`config.mk`:
```
export PLATFORM = sky130hd
export DESIGN_NAME = mux_8way_16
export DESIGN_NICKNAME = d
export VERILOG_FILES = /design/src/rtl/cpu_pkg.sv /design/src/rtl/mux_2way_16.sv /design/src/rtl/mux_8way_16.sv
export SDC_FILE = /design/constraint.sdc
export NUM_CORES = 1
export LEC_CHECK = 0
export ABC_CLOCK_PERIOD_IN_PS = 1400
export BUFFER_PORTS_ARGS = -buffer_cell sky130_fd_sc_hd__buf_2
export CAP_MARGIN = 0
export CORE_UTILIZATION = 32
export DETAILED_ROUTE_END_ITERATION = 6
export PLACE_DENSITY_LB_ADDON = 0.08
export SYNTH_ARGS = -nofsm -noshare
export SYNTH_HDL_FRONTEND = slang
export SYNTH_SLANG_ARGS = --single-unit
```
`constraint.sdc`:
```
create_clock -name clk -period 1.4 [get_ports clk]
set_input_delay 0.28 -clock clk [delete_from_list [all_inputs] [get_ports clk]]
set_output_delay 0.28 -clock clk [all_outputs]
set_load 0.01 [all_outputs]
```
`src/rtl/cpu_pkg.sv`:
```
// rtl/cpu_pkg.sv - shared datapath word definitions for the CPU building blocks
//
// Purpose: one place for the machine word width and word type used by the
//          selector blocks.
// Contents: WORD_W (word width in bits), word_t (one machine word).
package cpu_pkg;

    localparam int WORD_W = 16;

    typedef logic [WORD_W-1:0] word_t;

endpackage : cpu_pkg

```
`src/rtl/mux_2way_16.sv`:
```
// rtl/mux_2way_16.sv - 2-input word selector, the leaf cell of the 8-way tree
//
// Purpose: out = sel ? b : a, purely combinational.
// Ports:
//   a, b  in  WIDTH  data inputs (sel = 0 / sel = 1)
//   sel   in  1      select
//   out   out WIDTH  selected word
module mux_2way_16
    import cpu_pkg::*;
#(
    parameter int WIDTH = WORD_W
) (
    input  logic [WIDTH-1:0] a,
    input  logic [WIDTH-1:0] b,
    input  logic             sel,
    output logic [WIDTH-1:0] out
);

    assign out = sel ? b : a;

endmodule : mux_2way_16

```
`src/rtl/mux_8way_16.sv`:
```
// rtl/mux_8way_16.sv - 8-input word selector with combinational and registered outputs
//
// Purpose: routes one of eight words to out under a 3-bit select, and keeps a
//          one-cycle registered copy in out_q for pipelined consumers.
// Ports:
//   out    out WIDTH  combinational selected word (a..h for sel 0..7)
//   a..h   in  WIDTH  data inputs
//   sel    in  SEL_W  select
//   clk    in  1      rising-edge clock, only used by out_q
//   reset  in  1      synchronous active-high, clears out_q only
//   out_q  out WIDTH  out registered on the rising clock edge
module mux_8way_16
    import cpu_pkg::*;
#(
    parameter int WIDTH = WORD_W,
    parameter int SEL_W = 3
) (
    output logic [WIDTH-1:0] out,
    input  logic [WIDTH-1:0] a,
    input  logic [WIDTH-1:0] b,
    input  logic [WIDTH-1:0] c,
    input  logic [WIDTH-1:0] d,
    input  logic [WIDTH-1:0] e,
    input  logic [WIDTH-1:0] f,
    input  logic [WIDTH-1:0] g,
    input  logic [WIDTH-1:0] h,
    input  logic [SEL_W-1:0] sel,
    input  logic             clk,
    input  logic             reset,
    output logic [WIDTH-1:0] out_q
);

    // Tree levels: sel[0] picks within each pair, sel[1] between pairs,
    // sel[2] between halves. This ordering yields index 0..7 -> a..h.
    logic [WIDTH-1:0] lvl0_ab, lvl0_cd, lvl0_ef, lvl0_gh;
    logic [WIDTH-1:0] lvl1_lo, lvl1_hi;

    mux_2way_16 #(.WIDTH(WIDTH)) u_l0_ab (.a(a), .b(b), .sel(sel[0]), .out(lvl0_ab));
    mux_2way_16 #(.WIDTH(WIDTH)) u_l0_cd (.a(c), .b(d), .sel(sel[0]), .out(lvl0_cd));
    mux_2way_16 #(.WIDTH(WIDTH)) u_l0_ef (.a(e), .b(f), .sel(sel[0]), .out(lvl0_ef));
    mux_2way_16 #(.WIDTH(WIDTH)) u_l0_gh (.a(g), .b(h), .sel(sel[0]), .out(lvl0_gh));

    mux_2way_16 #(.WIDTH(WIDTH)) u_l1_lo (.a(lvl0_ab), .b(lvl0_cd), .sel(sel[1]), .out(lvl1_lo));
    mux_2way_16 #(.WIDTH(WIDTH)) u_l1_hi (.a(lvl0_ef), .b(lvl0_gh), .sel(sel[1]), .out(lvl1_hi));

    mux_2way_16 #(.WIDTH(WIDTH)) u_l2    (.a(lvl1_lo), .b(lvl1_hi), .sel(sel[2]), .out(out));

    // Reset clears only the registered copy; the combinational path ignores it.
    always_ff @(posedge clk) begin
        if (reset) begin
            out_q <= '0;
        end else begin
            out_q <= out;
        end
    end

endmodule : mux_8way_16

```
==> out/results.tsv <==
metric	value	unit
seqCellArea	320.3	sq um
drv_cap	0	
synth_fp_nets	297	
critical_path_class	input pin to primary output	
total_power	2.012	mW
required	1.12	ns
largest_register_ffs	16	
ys_top_cells_by_area	mux2_2, dfxtp_1, mux2i_1, a22o_1, o22ai_1	
drtIter0Drc	41	
worst_setup_path_start_kind	input pin	
max_slew_margin	75.26	%
vias	2141	
drtPass1Iterations	5	
leakage	1.741	nW
drive_above_1_share	81.69	%
first_global_vias	2070	
die_area	5219	sq um
power_density	579.9	nW/um^2
slew_violations	0	
nFillCells	347	
final_cell_mix	buf_2, buf_4, mux2i_1, mux2_4, dfxtp_1	
syn-instance-count	164	
die_y	72.25	microns
clockBufferDepth	2	
synth_edf_count	0	
endpoint_kind	primary output	
cts.sinks	16	
fmax	633.4	MHz
antenna_cells	0	
synth_top_area_share	22.11	%
place_congestion	0.7925	
multi_input_area	1534	sq um
routed_wl	6.673	mm
start_util	33.43	%
via_per_inst	4.945	
drc_errors	0	
rsz0062_at_grt	yes	
hp-class	input pin to flip-flop	
final.setup.worst_slack	-0.1787	ns
fin_crit	1.579	ns
synth.ff_latch_count	16	
grt_pass1_wl	9.687	mm
portBuffers	164	
antenna_left	0	
post-dp-hpwl	4.691	mm
synth_area_per_cell	9.628	sq um
grt_max_degree	17	
rows	25	
crit_path_start	sel[0]	
final_common_cell	buf_2	
finalSetupTns	-1.950	ns
htree_levels	1	
yosys_warnings	0	
hold_viol	0	
irDropWorstVdd	0.3357	mV
clkTransAtPathRegs	0.07	ns
place_ws	-0.5656	ns
area_delta_synth_final	119.7	%
routedWlPerCell	15.41	microns
setup_viol	16	
root_buffer	clkbuf_8	
synth_area	1579	sq um
grt_overflow	0	
top_regs	out_q x16	
die_w	72.25	microns
post_synth_num_cell_types	21	
io_pins	165	
synth.yosys.seq_area_share	20.29	%
top_register	out_q	
synth.largest_area_cell	mux2_2	
core	4723	sq um
grt.total_usage	24.21	%
worst_pin_slew	0.3703	ns
path_max_fanout	6	
antenna_found_initial	0	
violations	setup timing	
holdWs	0.4483	ns
ys.flop_type	dfxtp_1	
cts_hold_buffers	0	
async_reset_ff_share	0	%
holdCritStartpoint	reset	
arrival	1.30	ns
min_period_over_period	112.8	%
cts_tree	built	
numCtsBuffers	3	
finalNetCount	501	
status	complete, but fails checks	
[power by group]
part           leakage [nW]  internal (mW)  switching (mW)  total [mW]
combinational          1.59          0.661           0.481        1.14
clock                0.0216          0.191           0.170       0.361
sequential            0.134          0.498          0.0100       0.508
[cell usage after synthesis (5+ instances only)]
cell type	number
a211oi_1	8
a22o_1	12
clkbuf_1	6
dfxtp_1	16
mux2_2	31
mux2i_1	28
nor2_1	13
nor2b_1	5
nor3_1	11
o22ai_1	14
[critical path: stages]
cell     delay (ns)
buf_16         0.13
buf_12         0.15
buf_12         0.14
mux2i_2        0.14
a22o_1         0.25
nor2_2         0.07
buf_2          0.13
[repair_timing]
| action | 4_1_cts | 5_1_grt |
|---|---|---|
| buffers inserted | 3 | 3 |
| pin swaps | 19 | 12 |
| cloned | 6 | 3 |
| hold endpoints to repair | 0 | 0 |
| setup endpoints to repair | 28 | 16 |
| resized for setup | 72 | 17 |
[stage by stage]
step           area (sq um)  std cells  utilization, %
5_1_grt                3470        433           73.46
3_3_place_gp           2759        416           58.41
6_report               3470        433           73.46
4_1_cts                3297        427           69.80
2_1_floorplan          1692        164               -
3_5_place_dp           2759        416           58.41
[final timing paths]
kind / endpoint / slack (ns) / cells past startpoint
min: out_q[11] / 0.45 / 2
max: out[14] / -0.18 / 7
[per-layer routing]
layer / share of wire (%) / global-route usage [%] / up-vias
li1: - / - / 1050
met1: 39 / 27.57 / 986
met2: 54 / 46.94 / 97
met3: 5.6 / 3.194 / 8
met4: 1.3 / 6.100 / 0
met5: 0 / 0 / -
[kinds of logic (layout without fill, tap and decap cells)]
| kind of cell | Yosys count | count (layout) | share of synthesized area, % |
|---|---|---|---|
| flops | 16 | 16 | 20.29 |
| simple gates | 33 | 33 | 10.22 |
| compound gates | 40 | 40 | 20.44 |
| buf+inv | 15 | 217 | 8.479 |
| mux | 60 | 60 | 40.57 |
[final cells by class]
class	count	share of cell area, %
Sequential cell	16	9.232
Tap cell	67	2.416
Multi-Input combinational cell	133	44.21
Clock buffer	3	1.190
Timing Repair Buffer	214	42.95
(Power assumes the default switching activity.)
